## config.mk

```make
export PLATFORM = sky130hd
export DESIGN_NAME = mc_ctrl_fsm_flat
export DESIGN_NICKNAME = d
export VERILOG_FILES = /design/src/rtl/mc_ctrl_fsm_if.sv /design/src/rtl/mc_ctrl_fsm.sv /design/src/flat_wrapper.sv
export SDC_FILE = /design/constraint.sdc
export NUM_CORES = 1
export LEC_CHECK = 0
export ABC_AREA = 0
export BUFFER_PORTS_ARGS = -buffer_cell sky130_fd_sc_hd__buf_2
export CORE_ASPECT_RATIO = 0.9
export CORE_MARGIN = 1
export CORE_UTILIZATION = 40
export DETAILED_ROUTE_END_ITERATION = 6
export PLACE_DENSITY = 0.7
export RECOVER_POWER = 25
export SKIP_LAST_GASP = 1
export SYNTH_ARGS = -nofsm -noshare
export SYNTH_HDL_FRONTEND = slang
export SYNTH_SLANG_ARGS = --single-unit
```

## constraint.sdc

```tcl
create_clock -name clk -period 1.7 [get_ports clk]
set_input_delay 0.17 -clock clk [delete_from_list [all_inputs] [get_ports clk]]
set_output_delay 0.17 -clock clk [all_outputs]
set_load 0.02 [all_outputs]
```

## src/rtl/mc_ctrl_fsm_if.sv

```systemverilog
// Control bundle between the multi-cycle controller and its datapath/memory.
// Handshake: mem_req is held high in a wait state until mem_ready is seen high on a rising clk edge.
interface mc_ctrl_fsm_if;
    logic [6:0] opcode;
    logic       mem_ready;
    logic [1:0] aluOP;
    logic [1:0] resultSrc;
    logic [1:0] aluSrcA;
    logic [1:0] aluSrcB;
    logic       branch;
    logic       PC_update;
    logic       IRWrite;
    logic       AdrSrc;
    logic       memWrite;
    logic       regWrite;
    logic       mem_req;
    logic       trap;
    logic [1:0] trap_cause;
    logic       halted;

    modport master (
        input  opcode, mem_ready,
        output aluOP, resultSrc, aluSrcA, aluSrcB, branch, PC_update, IRWrite,
               AdrSrc, memWrite, regWrite, mem_req, trap, trap_cause, halted
    );

    modport slave (
        output opcode, mem_ready,
        input  aluOP, resultSrc, aluSrcA, aluSrcB, branch, PC_update, IRWrite,
               AdrSrc, memWrite, regWrite, mem_req, trap, trap_cause, halted
    );
endinterface

```

## src/rtl/mc_ctrl_fsm.sv

```systemverilog
// Multi-cycle RV32 control FSM with memory wait states, access timeout and trap/halt.
// dbg_state exposes the raw state encoding below.
module mc_ctrl_fsm #(
    parameter int unsigned MEM_TIMEOUT = 15,
    parameter bit          SYS_TRAP_EN = 1'b1
) (
    input  logic          clk,
    input  logic          rstn,
    mc_ctrl_fsm_if.master bus,
    output logic [3:0]    dbg_state
);
    localparam logic [3:0] S_FETCH = 4'd0,  S_DECODE = 4'd1,  S_MEM_ADR = 4'd2,  S_MEM_READ = 4'd3;
    localparam logic [3:0] S_MEM_WB = 4'd4, S_MEM_WRITE = 4'd5, S_EXEC_R = 4'd6, S_EXEC_I = 4'd7;
    localparam logic [3:0] S_ALU_WB = 4'd8, S_JAL = 4'd9,     S_BRANCH = 4'd10,  S_LUI = 4'd11;
    localparam logic [3:0] S_AUIPC = 4'd12, S_JALR = 4'd13,   S_TRAP = 4'd14,    S_HALT = 4'd15;

    localparam logic [6:0] OP_LOAD = 7'b0000011, OP_STORE = 7'b0100011, OP_R = 7'b0110011;
    localparam logic [6:0] OP_I = 7'b0010011, OP_BRANCH = 7'b1100011, OP_JAL = 7'b1101111;
    localparam logic [6:0] OP_LUI = 7'b0110111, OP_AUIPC = 7'b0010111, OP_JALR = 7'b1100111;
    localparam logic [6:0] OP_SYSTEM = 7'b1110011;

    localparam int unsigned     CNT_W   = (MEM_TIMEOUT > 0) ? $clog2(MEM_TIMEOUT + 1) : 1;
    localparam logic [CNT_W-1:0] CNT_MAX = {CNT_W{1'b1}};
    localparam logic [CNT_W-1:0] CNT_TO  = CNT_W'(MEM_TIMEOUT);
    localparam bit               TO_EN   = (MEM_TIMEOUT > 0);

    logic [3:0]       state_q, state_d;
    logic [CNT_W-1:0] cnt_q, cnt_d;
    logic [1:0]       cause_q, cause_d;
    logic             is_wait;
    logic             timeout;

    assign is_wait = (state_q == S_FETCH) || (state_q == S_MEM_READ) || (state_q == S_MEM_WRITE);
    assign timeout = TO_EN && is_wait && !bus.mem_ready && (cnt_q == CNT_TO);

    always_comb begin
        state_d = state_q;
        cause_d = cause_q;
        case (state_q)
            S_FETCH:     if (bus.mem_ready) state_d = S_DECODE;
            S_DECODE: begin
                case (bus.opcode)
                    OP_LOAD, OP_STORE: state_d = S_MEM_ADR;
                    OP_R:              state_d = S_EXEC_R;
                    OP_I:              state_d = S_EXEC_I;
                    OP_BRANCH:         state_d = S_BRANCH;
                    OP_JAL:            state_d = S_JAL;
                    OP_LUI:            state_d = S_LUI;
                    OP_AUIPC:          state_d = S_AUIPC;
                    OP_JALR:           state_d = S_JALR;
                    default: begin
                        state_d = S_TRAP;
                        cause_d = (bus.opcode == OP_SYSTEM && SYS_TRAP_EN) ? 2'b11 : 2'b01;
                    end
                endcase
            end
            // The IR can only hold a load or store here; anything else is treated as illegal.
            S_MEM_ADR: begin
                if (bus.opcode == OP_LOAD) begin
                    state_d = S_MEM_READ;
                end else if (bus.opcode == OP_STORE) begin
                    state_d = S_MEM_WRITE;
                end else begin
                    state_d = S_TRAP;
                    cause_d = 2'b01;
                end
            end
            S_MEM_READ:  if (bus.mem_ready) state_d = S_MEM_WB;
            S_MEM_WRITE: if (bus.mem_ready) state_d = S_FETCH;
            S_EXEC_R, S_EXEC_I, S_JAL, S_LUI, S_AUIPC, S_JALR: state_d = S_ALU_WB;
            S_MEM_WB, S_ALU_WB, S_BRANCH: state_d = S_FETCH;
            S_TRAP:      state_d = S_HALT;
            default:     state_d = S_HALT;
        endcase
        if (timeout) begin
            state_d = S_TRAP;
            cause_d = 2'b10;
        end
    end

    // Counter restarts on every state change, so it is zero on entry to each wait state.
    always_comb begin
        cnt_d = cnt_q;
        if (state_d != state_q) begin
            cnt_d = '0;
        end else if (is_wait && !bus.mem_ready && (cnt_q != CNT_MAX)) begin
            cnt_d = cnt_q + 1'b1;
        end
    end

    always_ff @(posedge clk or negedge rstn) begin
        if (!rstn) begin
            state_q <= S_FETCH;
            cnt_q   <= '0;
            cause_q <= 2'b00;
        end else begin
            state_q <= state_d;
            cnt_q   <= cnt_d;
            cause_q <= cause_d;
        end
    end

    always_comb begin
        bus.aluOP     = 2'b00;
        bus.resultSrc = 2'b00;
        bus.aluSrcA   = 2'b00;
        bus.aluSrcB   = 2'b00;
        bus.branch    = 1'b0;
        bus.PC_update = 1'b0;
        bus.IRWrite   = 1'b0;
        bus.AdrSrc    = 1'b0;
        bus.memWrite  = 1'b0;
        bus.regWrite  = 1'b0;
        case (state_q)
            S_FETCH: begin
                bus.resultSrc = 2'b10; bus.aluSrcA = 2'b10; bus.aluSrcB = 2'b10;
                bus.IRWrite   = bus.mem_ready;
                bus.PC_update = bus.mem_ready;
            end
            S_DECODE:    begin bus.aluSrcA = 2'b01; bus.aluSrcB = 2'b01; end
            S_MEM_ADR:   bus.aluSrcB = 2'b01;
            S_MEM_READ:  begin bus.aluSrcA = 2'b10; bus.aluSrcB = 2'b10; bus.AdrSrc = 1'b1; end
            S_MEM_WRITE: begin
                bus.aluSrcA = 2'b10; bus.aluSrcB = 2'b10;
                bus.AdrSrc  = 1'b1;  bus.memWrite = 1'b1;
            end
            S_MEM_WB: begin
                bus.resultSrc = 2'b01; bus.aluSrcA = 2'b10; bus.aluSrcB = 2'b10;
                bus.regWrite  = 1'b1;
            end
            S_EXEC_R:    bus.aluOP = 2'b10;
            S_EXEC_I:    begin bus.aluOP = 2'b10; bus.aluSrcB = 2'b01; end
            S_JAL:       begin bus.aluSrcA = 2'b01; bus.aluSrcB = 2'b10; bus.PC_update = 1'b1; end
            S_BRANCH:    begin bus.aluOP = 2'b01; bus.branch = 1'b1; end
            S_LUI:       begin bus.aluSrcA = 2'b11; bus.aluSrcB = 2'b01; end
            S_AUIPC:     begin bus.aluSrcA = 2'b01; bus.aluSrcB = 2'b01; end
            S_JALR:      begin bus.aluSrcB = 2'b01; bus.PC_update = 1'b1; end
            S_ALU_WB:    bus.regWrite = 1'b1;
            default:     ;
        endcase
    end

    assign bus.mem_req    = is_wait;
    assign bus.trap       = (state_q == S_TRAP);
    assign bus.halted     = (state_q == S_HALT);
    assign bus.trap_cause = cause_q;
    assign dbg_state      = state_q;
endmodule

```

## src/flat_wrapper.sv

```systemverilog
// flat-port wrapper written by rule: the top's interface ports become plain ports
module mc_ctrl_fsm_flat 
#(
    parameter int unsigned MEM_TIMEOUT = 15,
    parameter bit          SYS_TRAP_EN = 1'b1
)
  (clk, rstn, dbg_state, bus_opcode, bus_mem_ready, bus_aluOP, bus_resultSrc, bus_aluSrcA, bus_aluSrcB, bus_branch, bus_PC_update, bus_IRWrite, bus_AdrSrc, bus_memWrite, bus_regWrite, bus_mem_req, bus_trap, bus_trap_cause, bus_halted);
  mc_ctrl_fsm_if bus_i ();
  input  logic clk;
  input  logic rstn;
  output logic [3:0] dbg_state;
  input wire logic [$bits(bus_i.opcode)-1:0] bus_opcode;
  input wire logic [$bits(bus_i.mem_ready)-1:0] bus_mem_ready;
  output wire logic [$bits(bus_i.aluOP)-1:0] bus_aluOP;
  output wire logic [$bits(bus_i.resultSrc)-1:0] bus_resultSrc;
  output wire logic [$bits(bus_i.aluSrcA)-1:0] bus_aluSrcA;
  output wire logic [$bits(bus_i.aluSrcB)-1:0] bus_aluSrcB;
  output wire logic [$bits(bus_i.branch)-1:0] bus_branch;
  output wire logic [$bits(bus_i.PC_update)-1:0] bus_PC_update;
  output wire logic [$bits(bus_i.IRWrite)-1:0] bus_IRWrite;
  output wire logic [$bits(bus_i.AdrSrc)-1:0] bus_AdrSrc;
  output wire logic [$bits(bus_i.memWrite)-1:0] bus_memWrite;
  output wire logic [$bits(bus_i.regWrite)-1:0] bus_regWrite;
  output wire logic [$bits(bus_i.mem_req)-1:0] bus_mem_req;
  output wire logic [$bits(bus_i.trap)-1:0] bus_trap;
  output wire logic [$bits(bus_i.trap_cause)-1:0] bus_trap_cause;
  output wire logic [$bits(bus_i.halted)-1:0] bus_halted;
  assign bus_i.opcode = bus_opcode;
  assign bus_i.mem_ready = bus_mem_ready;
  assign bus_aluOP = bus_i.aluOP;
  assign bus_resultSrc = bus_i.resultSrc;
  assign bus_aluSrcA = bus_i.aluSrcA;
  assign bus_aluSrcB = bus_i.aluSrcB;
  assign bus_branch = bus_i.branch;
  assign bus_PC_update = bus_i.PC_update;
  assign bus_IRWrite = bus_i.IRWrite;
  assign bus_AdrSrc = bus_i.AdrSrc;
  assign bus_memWrite = bus_i.memWrite;
  assign bus_regWrite = bus_i.regWrite;
  assign bus_mem_req = bus_i.mem_req;
  assign bus_trap = bus_i.trap;
  assign bus_trap_cause = bus_i.trap_cause;
  assign bus_halted = bus_i.halted;
  mc_ctrl_fsm #(.MEM_TIMEOUT(MEM_TIMEOUT), .SYS_TRAP_EN(SYS_TRAP_EN)) u_core (.clk(clk), .rstn(rstn), .bus(bus_i), .dbg_state(dbg_state));
endmodule
```

==> summary.txt <==
STA
  – Fin crit period: 1.989 ns
  – Max Freq: 502.9 MHz
  – Final Hold Fails: 0
  – Fin. max-slew vios: 0
  – Worst Setup Slack, final: -0.2885 ns
  – Final worst path period share: 1.170
  – Slew @ Worst Pin: 0.5855 ns
  – Max-slew headroom: 0.6097
  – Worst hold slack: 0.3301 ns
  – Final Skew: 0.004784 ns
  – Final setup viols: 15
  – RSZ-0062 raised after global routing: true

Die
  – CORE AREA: 0.002574 mm2
  – Chip width: 58.24 um
  – DIE AREA: 0.003064 mm2
  – I/O pins: 33
  – Row cnt: 17
  – Starting density of the core: 0.4424
  – Die boundary height: approximately 53 um

Final layout
  – Filler instances: 143
  – Most common cell after layout, fill and taps aside: buf_4
  – Most frequent cells in the layout: buf_4, buf_2, buf_6
  – Final Instance Area: about 0.0022 mm2
  – Post-route insts no fill: 268
  – Share of cells above drive strength 1: 0.6522
  – Synth-to-layout area growth: 89.34%
  – Diodes inserted: 0
  – Final #Nets: between 200 and 250

CTS
  – Clock Latency Late Sink: 0.28 ns
  – CTS HTree Levels: 1
  – CTS Root Cell: clkbuf_4
  – CTS Buf Count: 3
  – Clock transition at path regs: approximately 0.080 ns
  – Clock tree sinks: 10
  – CTS tree: built
  – Max clock buf depth: 2

Setup path
  – Critical Path Source Type: register
  – Flop-to-flop setup slack: -0.29 ns
  – CP arrival: 2.17 ns
  – Worst Setup End Kind: register
  – Max FO, Critical Path: 5
  – Critical Path RT: 1.88 ns
  – WS Path Type: register to register

Yosys
  – Post-Syn Nets: 162
  – Post-synth ARST share: 1.000
  – Synth Area in Compound Gates: 0.2495
  – Sequential fraction of the synthesis area: 0.2198
  – Multiplexer share of the synthesized area: 0.01758
  – Average cell area after synthesis: between 7 and 8 um2
  – FF+latch count, synth: 10
  – Xor and xnor area share after synthesis: 0.04615
  – Synth Area in Adders: 0.01099
  – Number of synthesized flops with an enable pin: 0
  – Synth Area in Simple Gates: 0.3857
  – Cell taking the most area after synthesis: dfrtp_1
  – Largest cells by area after synthesis: dfrtp_1, nor2_1, a21oi_1
  – Synthesized instance count: 151
  – Largest family of logic cells by synthesized area: simple AND/OR/NAND/NOR gates
  – Cell Area, Synth: around 0.0011 mm2
  – Synth Warn #: 0
  – Ys flop type: dfrtp_1
  – Share of the synthesized area in the top cell type: 0.2198
  – Synth cell types: just under 50

Flow run
  – Number of max-cap violations: 0

GRT
  – GR Util All Layers: 0.2881
  – First-pass GRT wire length: about 6600 um
  – Antenna violations before repair: 0
  – Largest net degree at the start of global routing: 12
  – Grt total ovfl: 0
  – Vias in the first global route: 1445

Route
  – DRT iter0 DRCs: between 100 and 150
  – Via count: 1604
  – ANT nets after route: 0
  – Final wirelength: roughly 5200 um
  – Wire per inst: 19.25 um
  – # DRC: 0
  – Avg Vias per Cell: 5.985
  – Pre-Repair DR Iteration Count: 4

Pwr
  – VDD IR max: 833.5 uV
  – Leakage power: 0.9132 nW
  – Pwr Total: 4.120 mW
  – Pwr per Cell Area: 1911 mW/mm2

Place
  – PortBufs: 32
  – Placed Area: 0.001587 mm2
  – Cells after DPL: 246
  – Gp weighted congestion: 0.8595
  – Detailed placement HPWL: 2728 um

Run status
  – Failing checks: setup timing
  – Outcome: finished with violations

Hold path
  – HP Class: input pin to register
-- flip-flops by register name, summed over array words and instances (netlist names) --
| register | count |
|---|---|
| u_core.cnt_q | 4 |
| u_core.dbg_state | 4 |
| u_core.bus.trap_cause | 2 |
-- Yosys cell counts (all sizes together), types with 3 or more instances --
library cell	count
nand2b	8
nor3	7
dfrtp	10
xnor2	4
buf	9
and2	3
a21oi	12
nand3b	3
nand2	14
inv	6
nor2b	3
o21ai	9
a211oi	4
nor4b	3
nor2	23
o311ai	3
-- cell families after synthesis --
logic type	Yosys count
XOR/XNOR	6
multiplexers	2
flip-flops	10
AND/OR/NAND/NOR	75
AO/OA/AOI/OAI	40
adder cells (fa/ha/maj)	1
buffers and inverters	17
-- layer usage --
layer / share of wire / vias up / track usage
met5: 0 / - / 0
met3: 0.052 / 24 / 0.03951
li1: - / 693 / -
met4: 0.036 / 0 / 0.1389
met1: 0.40 / 803 / 0.3208
met2: 0.52 / 84 / 0.5383
-- power by group --
group	internal (mW)	switching, mW
Combinational	1.68	1.76
Clock	0.130	0.100
Sequential	0.308	0.142
-- per-stage QoR --
step	utilization	setup TNS [ns]	setup slack, ns
4_1_cts	0.7219	-0.5453	-0.1272
3_3_place_gp	0.6164	-0.2772	-0.07554
3_5_place_dp	0.6164	-0.7635	-0.2281
5_1_grt	0.8376	-2.270	-0.3190
6_report	0.8376	-1.617	-0.2885
2_1_floorplan	-	-0.2403	-0.07583
-- final timing paths --
check,cells after the start,from,end
setup / recovery,7,u_core.dbg_state[1],u_core.cnt_q[2]
setup reg to reg,7,u_core.dbg_state[1],u_core.cnt_q[2]
max in group asynchronous,2,rstn,u_core.dbg_state[3]
hold reg to reg,2,u_core.bus.trap_cause[0],u_core.bus.trap_cause[0]
hold / removal,4,bus_opcode[6],u_core.dbg_state[3]
min in group asynchronous,2,rstn,u_core.dbg_state[0]
-- final cells by class --
| class | instances | area, um2 | area share |
|---|---|---|---|
| Tap cell | 38 | 47.55 | 0.02205 |
| Multi-Input combinational cell | 124 | 1121 | 0.5200 |
| Inverter | 6 | 25.02 | 0.01161 |
| Sequential cell | 10 | 255.2 | 0.1184 |
| Timing Repair Buffer | 86 | 670.6 | 0.3111 |
| Clock buffer | 4 | 36.28 | 0.01683 |
-- critical path: stages (launching register included) --
cell      delay [ns]
dfrtp_2         0.46
buf_6           0.16
buf_4           0.14
o21ai_1         0.21
o311ai_4        0.18
nor4b_4         0.36
o211ai_4        0.15
nor3_2          0.23
-- timing repair --
| action | CTS | global route |
|---|---|---|
| gates resized for setup | 32 | 57 |
| setup endpoints to repair | 11 | 21 |
| setup buffers | 11 | 8 |
| hold buffers | 1 | 0 |
| gates cloned | 0 | 0 |
| pin swaps | 17 | 20 |
| endpoints found under the hold margin | 10 | 0 |
No activity file was read; power rests on OpenSTA's default activity.
